File: src/rtl/addsub_pkg.sv
// Shared types for the bit-serial adder/subtractor.
// Latency: n/a (types only).
// Backpressure: n/a.
//
// Contents: controller state encoding used by serial_addsub.

package addsub_pkg;

    typedef enum logic [1:0] {
        IDLE = 2'd0,
        CALC = 2'd1,
        DONE = 2'd2
    } state_t;

endpackage : addsub_pkg

File: src/rtl/addsub_slice.sv
// One step of the serial datapath: ripple add of BITS_PER_CYCLE bits, B optionally inverted.
// Latency: combinational.
// Backpressure: none.
//
// Ports:
//   a, b  - operand slices (LSB-first chunk of the full word)
//   cin   - carry from the previous step
//   a_ns  - 1 = add B, 0 = add ~B (subtract, with cin seeded to 1 by the caller)
//   s     - slice sum
//   cout  - carry out of the slice MSB
//   cmsb  - carry into the slice MSB (word MSB on the final step, used for overflow)

module addsub_slice #(
    parameter int BITS_PER_CYCLE = 1
) (
    input  logic [BITS_PER_CYCLE-1:0] a,
    input  logic [BITS_PER_CYCLE-1:0] b,
    input  logic                      cin,
    input  logic                      a_ns,
    output logic [BITS_PER_CYCLE-1:0] s,
    output logic                      cout,
    output logic                      cmsb
);

    logic [BITS_PER_CYCLE-1:0] w_b_eff;
    logic [BITS_PER_CYCLE:0]   w_c;

    assign w_b_eff = a_ns ? b : ~b;

    always_comb begin
        w_c    = '0;
        s      = '0;
        w_c[0] = cin;
        for (int i = 0; i < BITS_PER_CYCLE; i++) begin
            s[i]     = a[i] ^ w_b_eff[i] ^ w_c[i];
            w_c[i+1] = (a[i] & w_b_eff[i]) | (a[i] & w_c[i]) | (w_b_eff[i] & w_c[i]);
        end
    end

    assign cout = w_c[BITS_PER_CYCLE];
    assign cmsb = w_c[BITS_PER_CYCLE-1];

endmodule : addsub_slice

File: src/rtl/serial_addsub.sv
// Bit-serial adder/subtractor, BITS_PER_CYCLE bits per clock, LSB first.
// Latency: out_valid rises WIDTH/BITS_PER_CYCLE edges after the accepting edge.
// Backpressure: one operation in flight; in_ready low in CALC/DONE, result held until out_ready.
//
// Optional feature macro: SERIAL_ADDSUB_OVF_EN adds the ovf output (signed overflow).
//
// Ports:
//   clk, rst             - clock (rising edge), asynchronous active-high reset
//   in_valid / in_ready  - operand handshake; a, b, a_ns captured on accept
//   a_ns                 - 1 = A+B, 0 = A-B
//   out_valid / out_ready- result handshake
//   s, cout              - result and final carry (subtract: 1 = no borrow)
//   ovf                  - signed overflow (only with SERIAL_ADDSUB_OVF_EN)

module serial_addsub
    import addsub_pkg::*;
#(
    parameter int WIDTH          = 8,
    parameter int BITS_PER_CYCLE = 1
) (
    input  logic             clk,
    input  logic             rst,
    input  logic             in_valid,
    output logic             in_ready,
    input  logic [WIDTH-1:0] a,
    input  logic [WIDTH-1:0] b,
    input  logic             a_ns,
    output logic             out_valid,
    input  logic             out_ready,
    output logic [WIDTH-1:0] s,
    output logic             cout
`ifdef SERIAL_ADDSUB_OVF_EN
    ,
    output logic             ovf
`endif
);

    localparam int NSTEP = WIDTH / BITS_PER_CYCLE;
    localparam int CNT_W = $clog2(NSTEP + 1);

    state_t                    r_state;
    logic [WIDTH-1:0]          r_a;
    logic [WIDTH-1:0]          r_b;
    logic                      r_a_ns;
    logic                      r_carry;
    logic [CNT_W-1:0]          r_cnt;
    logic [WIDTH-1:0]          r_res;
    logic [WIDTH-1:0]          r_s;
    logic                      r_cout;
    logic                      r_in_ready;
    logic                      r_out_valid;

    logic [BITS_PER_CYCLE-1:0] w_sum;
    logic                      w_cout;
    logic                      w_cmsb;
    logic [WIDTH-1:0]          w_res_next;
    logic                      w_last;

    addsub_slice #(
        .BITS_PER_CYCLE (BITS_PER_CYCLE)
    ) u_slice (
        .a    (r_a[BITS_PER_CYCLE-1:0]),
        .b    (r_b[BITS_PER_CYCLE-1:0]),
        .cin  (r_carry),
        .a_ns (r_a_ns),
        .s    (w_sum),
        .cout (w_cout),
        .cmsb (w_cmsb)
    );

    // New slice enters at the top; after NSTEP steps the first slice sits at bit 0.
    assign w_res_next = (r_res >> BITS_PER_CYCLE) | (WIDTH'(w_sum) << (WIDTH - BITS_PER_CYCLE));
    assign w_last     = (r_cnt == CNT_W'(NSTEP - 1));

`ifdef SERIAL_ADDSUB_OVF_EN
    logic r_ovf;
    assign ovf = r_ovf;
`else
    logic w_unused_cmsb;
    assign w_unused_cmsb = w_cmsb;
`endif

    always_ff @(posedge clk or posedge rst) begin
        if (rst) begin
            r_state     <= IDLE;
            r_a         <= '0;
            r_b         <= '0;
            r_a_ns      <= 1'b0;
            r_carry     <= 1'b0;
            r_cnt       <= '0;
            r_res       <= '0;
            r_s         <= '0;
            r_cout      <= 1'b0;
            r_in_ready  <= 1'b1;
            r_out_valid <= 1'b0;
`ifdef SERIAL_ADDSUB_OVF_EN
            r_ovf       <= 1'b0;
`endif
        end else begin
            case (r_state)
                IDLE: begin
                    if (in_valid) begin
                        r_a        <= a;
                        r_b        <= b;
                        r_a_ns     <= a_ns;
                        // Subtract = A + ~B + 1: the +1 rides in as the initial carry.
                        r_carry    <= ~a_ns;
                        r_cnt      <= '0;
                        r_in_ready <= 1'b0;
                        r_state    <= CALC;
                    end
                end
                CALC: begin
                    r_a     <= r_a >> BITS_PER_CYCLE;
                    r_b     <= r_b >> BITS_PER_CYCLE;
                    r_res   <= w_res_next;
                    r_carry <= w_cout;
                    r_cnt   <= r_cnt + CNT_W'(1);
                    if (w_last) begin
                        r_s         <= w_res_next;
                        r_cout      <= w_cout;
`ifdef SERIAL_ADDSUB_OVF_EN
                        // On the final step the slice MSB is the word MSB.
                        r_ovf       <= w_cmsb ^ w_cout;
`endif
                        r_out_valid <= 1'b1;
                        r_state     <= DONE;
                    end
                end
                DONE: begin
                    if (out_ready) begin
                        r_out_valid <= 1'b0;
                        r_in_ready  <= 1'b1;
                        r_state     <= IDLE;
                    end
                end
                default: begin
                    r_out_valid <= 1'b0;
                    r_in_ready  <= 1'b1;
                    r_state     <= IDLE;
                end
            endcase
        end
    end

    assign in_ready  = r_in_ready;
    assign out_valid = r_out_valid;
    assign s         = r_s;
    assign cout      = r_cout;

endmodule : serial_addsub

File: config.mk
export PLATFORM = sky130hd
export DESIGN_NAME = serial_addsub
export DESIGN_NICKNAME = d
export VERILOG_FILES = /design/src/rtl/addsub_pkg.sv /design/src/rtl/addsub_slice.sv /design/src/rtl/serial_addsub.sv
export SDC_FILE = /design/constraint.sdc
export NUM_CORES = 1
export LEC_CHECK = 0
export CAP_MARGIN = 20
export CELL_PAD_IN_SITES_DETAIL_PLACEMENT = 2
export CELL_PAD_IN_SITES_GLOBAL_PLACEMENT = 2
export CORE_MARGIN = 4
export CORE_UTILIZATION = 36
export DETAILED_ROUTE_END_ITERATION = 8
export PLACE_DENSITY = 0.9
export SLEW_MARGIN = 20
export SYNTH_ARGS = -nofsm -noshare
export SYNTH_HDL_FRONTEND = slang
export SYNTH_SLANG_ARGS = --single-unit
export TNS_END_PERCENT = 20
File: constraint.sdc
create_clock -name clk -period 4.4 [get_ports clk]
set_clock_uncertainty 0.15 [all_clocks]
set_input_delay 0.88 -clock clk [delete_from_list [all_inputs] [get_ports clk]]
set_output_delay 0.88 -clock clk [all_outputs]
set_load 0.005 [all_outputs]
==> metrics.log <==
[metrics] run status: finished clean
[metrics] worst hold path class: reg2reg
[metrics] share of layout cells above drive strength 1: 10.3%
[metrics] leakage power figure: 0.00106 uW
[metrics] count of unresolved DRC violations after routing: 0
[metrics] post-route setup TNS: 0 ps
[metrics] chip height: 81.5 um
[metrics] area added between synthesis and finish: 24.1%
[metrics] library cell used as clock root buffer: sky130_fd_sc_hd__clkbuf_8
[metrics] Unique masters post-synth: 33
[metrics] number of max-cap violations: 0
[metrics] number of input and output port buffers inserted: 31
[metrics] CTS tree: yes
[metrics] Inserted Clock Buffers: 5
[metrics] maximum number of pins on one net before global-route repair: 28
[metrics] wire length of the first global-routing pass: 9580 um
[metrics] Ant. Diodes: 0
[metrics] clock slew at the register clock pins of the worst setup and hold paths: 80 ps
[metrics] Critical Path RT: 4440 ps
[metrics] routed via count divided by cell count: 5.32
[metrics] Worst Setup Path Type: in2reg
[metrics] Setup Viol. Count Final: 0
[metrics] number of slew-limit violations in the final report: 0
[metrics] all-layer global routing usage: 19.5%
[metrics] clock latency on the worst-skew pair: 300 ps
[metrics] sequential cell area: 1050 um2
[metrics] area of all placed cells without fillers: 2410 um2
[metrics] Synth Instances: 184
[metrics] Placeable Area: 5170 um2
[metrics] min setup slack post-route: 1700 ps
[metrics] Synth Net Count: 207
[metrics] DR iter-0 viols: 50
[metrics] Gates resized, CTS repair: 0
[metrics] Placement Rows: 26
[metrics] maximum vdd drop: 0.197 mV
[metrics] Register-to-Register Setup Slack: 1960 ps
[metrics] effective utilization at floorplan: 37.6%
[metrics] placement-stage worst setup slack: 1470 ps
[metrics] maximum root-to-sink buffer count: 2
[metrics] via count of the first global-routing pass: 1767
[metrics] CTS hold repair buffers: 0
[metrics] RePlAce Congestion: 0.689
[metrics] shortest period the worst path allows: 2700 ps
[metrics] overflow left after global routing: 0
[metrics] half-perimeter wire length of the detailed placement result: 3700 um
[metrics] Antenna Nets Post-Route: 0
[metrics] Worst slew margin: 41.2%
[metrics] CTS sink cnt: 42
[metrics] cell area reported after detailed placement: 2300 um2
[metrics] critical path capture point type: register
[metrics] Syn Std Cell Area: 1940 um2
[metrics] Max Fclk: 371 MHz
[metrics] CP Max Fanout: 19
[metrics] syn_area_per_cell: 10.6 um2
[metrics] area occupied by multi-input gates: 807 um2
[metrics] Final period util: 61.3%
[metrics] count of warnings emitted by yosys: 0
[metrics] layout net count: 236
[metrics] pin slew with the least headroom to its limit: 883 ps
[metrics] initial antenna violation count: 0
[metrics] Top-Level Pins: 32
[metrics] die footprint: 6640 um2
[metrics] first-pass detailed-route iteration total: 4
[metrics] fill cell total of the finished layout: 519
[metrics] number of setup buffers added after CTS: 0
[metrics] Seq/Total Area, Yosys: 54.2%
[metrics] Routed Wire Length: 5620 um
[metrics] width of the chip: 81.5 um
[metrics] per-cell routed wire length: 19.8 um
[metrics] pwr/cell area: 672 nW/um2
[metrics] number of storage elements in the synthesis netlist: 42
[metrics] RSZ-0062 raised after global routing: no
[metrics] via count: 1512
[metrics] Worst Path Arrival: 2730 ps
[metrics] Hold Worst Slack: 351 ps
[metrics] launching element type of the critical path: input port
[metrics] hold violation total from the final report: 0
[metrics] Clock H-tree levels: 2
## worst paths after layout
check	start	to	cells after the start
min reg2reg	r_a[6]	r_a[6]	2
max	in_valid	r_carry	5
min	r_a[6]	r_a[6]	2
min in group asynchronous	rst	r_cnt[3]	2
max in group asynchronous	rst	r_b[3]	3
max reg2reg	r_state[1]	s[6]	3
## cells by family after synthesis
logic type / count (synthesis) / synth area share [%]
compound gates: 59 / 18.7
xor+xnor: 1 / 0.451
fa+ha+maj: 2 / 1.67
buf+inv: 18 / 4.31
flops: 42 / 54.2
mux: 11 / 7.41
simple gates: 51 / 13.3
## synth_stat cells
library cell / number / share of area [%]
sky130_fd_sc_hd__fa_1: 1 / 1.0
sky130_fd_sc_hd__o21a_1: 2 / 0.77
sky130_fd_sc_hd__nor2_1: 5 / 0.97
sky130_fd_sc_hd__dfrtp_1: 41 / 53
sky130_fd_sc_hd__o21ai_0: 19 / 4.9
sky130_fd_sc_hd__mux2_4: 6 / 4.6
sky130_fd_sc_hd__and3b_1: 1 / 0.45
sky130_fd_sc_hd__buf_6: 1 / 0.58
sky130_fd_sc_hd__nor2b_4: 1 / 0.71
sky130_fd_sc_hd__and4_4: 1 / 0.58
sky130_fd_sc_hd__a2bb2oi_1: 1 / 0.45
sky130_fd_sc_hd__a21oi_1: 16 / 4.1
sky130_fd_sc_hd__ha_1: 1 / 0.64
sky130_fd_sc_hd__mux2i_1: 2 / 1.0
sky130_fd_sc_hd__buf_2: 1 / 0.26
sky130_fd_sc_hd__inv_1: 6 / 1.2
sky130_fd_sc_hd__a22o_1: 2 / 0.90
sky130_fd_sc_hd__o311ai_1: 1 / 0.45
sky130_fd_sc_hd__a21o_1: 1 / 0.39
sky130_fd_sc_hd__a22oi_1: 14 / 5.4
sky130_fd_sc_hd__nor2b_1: 16 / 5.2
sky130_fd_sc_hd__mux2_1: 1 / 0.58
sky130_fd_sc_hd__nand2b_1: 1 / 0.32
sky130_fd_sc_hd__dfstp_2: 1 / 1.4
sky130_fd_sc_hd__clkbuf_1: 8 / 1.5
sky130_fd_sc_hd__buf_4: 2 / 0.77
sky130_fd_sc_hd__o21bai_1: 1 / 0.39
sky130_fd_sc_hd__nand2_1: 24 / 4.6
sky130_fd_sc_hd__nand3_1: 2 / 0.52
sky130_fd_sc_hd__a41oi_1: 1 / 0.45
sky130_fd_sc_hd__mux2_2: 2 / 1.2
sky130_fd_sc_hd__xor2_1: 1 / 0.45
sky130_fd_sc_hd__o22a_1: 1 / 0.45
## routing by layer
metal | vias up | routed length, um | GRT usage, %
li1 | 694 | - | -
met1 | 774 | 2280 | 23.1
met2 | 33 | 3010 | 34.4
met3 | 11 | 167 | 3.62
met4 | 0 | 156 | 8.28
met5 | - | 0 | 0
## layout make-up
cell class / instances / area share, %
multi-input cells: 124 / 33.5
repair buffers: 34 / 13.8
flip-flops and latches: 42 / 43.6
well taps: 70 / 3.63
clock inverters: 3 / 1.66
clock buffers: 5 / 2.85
inverters: 6 / 0.934
## where the power goes
part / switching (uW) / leakage [uW] / internal (uW)
sequential: 145 / 0.000533 / 553
clock: 136 / 0.0000579 / 167
combinational: 302 / 0.000468 / 317
## critical path, cell delays in order
cell and delay [ps]:
sky130_fd_sc_hd__clkdlybuf4s50_1 920, sky130_fd_sc_hd__nor2b_1 300, sky130_fd_sc_hd__buf_4 290, sky130_fd_sc_hd__a21oi_1 150, sky130_fd_sc_hd__o21a_1 190
## state kept, by name, indices dropped and copies added (netlist names)
register / cells
s: 8
r_b: 8
out_valid: 1
r_carry: 1
r_state: 2
cout: 1
r_cnt: 4
r_a: 8
r_a_ns: 1
in_ready: 1
r_res: 7
## layout by cell type (no fill, tap or decap), types with 6 or more instances in the layout
cell and instances:
sky130_fd_sc_hd__a21oi_1 16, sky130_fd_sc_hd__dfrtp_1 41, sky130_fd_sc_hd__clkdlybuf4s50_1 31, sky130_fd_sc_hd__inv_1 6
sky130_fd_sc_hd__a22oi_1 14, sky130_fd_sc_hd__mux2_4 6, sky130_fd_sc_hd__o21ai_0 19, sky130_fd_sc_hd__nand2_1 24
sky130_fd_sc_hd__nor2b_1 16
## stage by stage
step / total power [uW] / cells / utilization (%)
after floorplan: 1050 / 184 / -
after global placement: 1240 / 276 / 44.5
after detailed placement: 1310 / 276 / 44.5
after CTS: 1640 / 284 / 46.6
after global routing: 1750 / 284 / 46.6
final: 1620 / 284 / 46.6
Power figures use the tool's default switching activity.
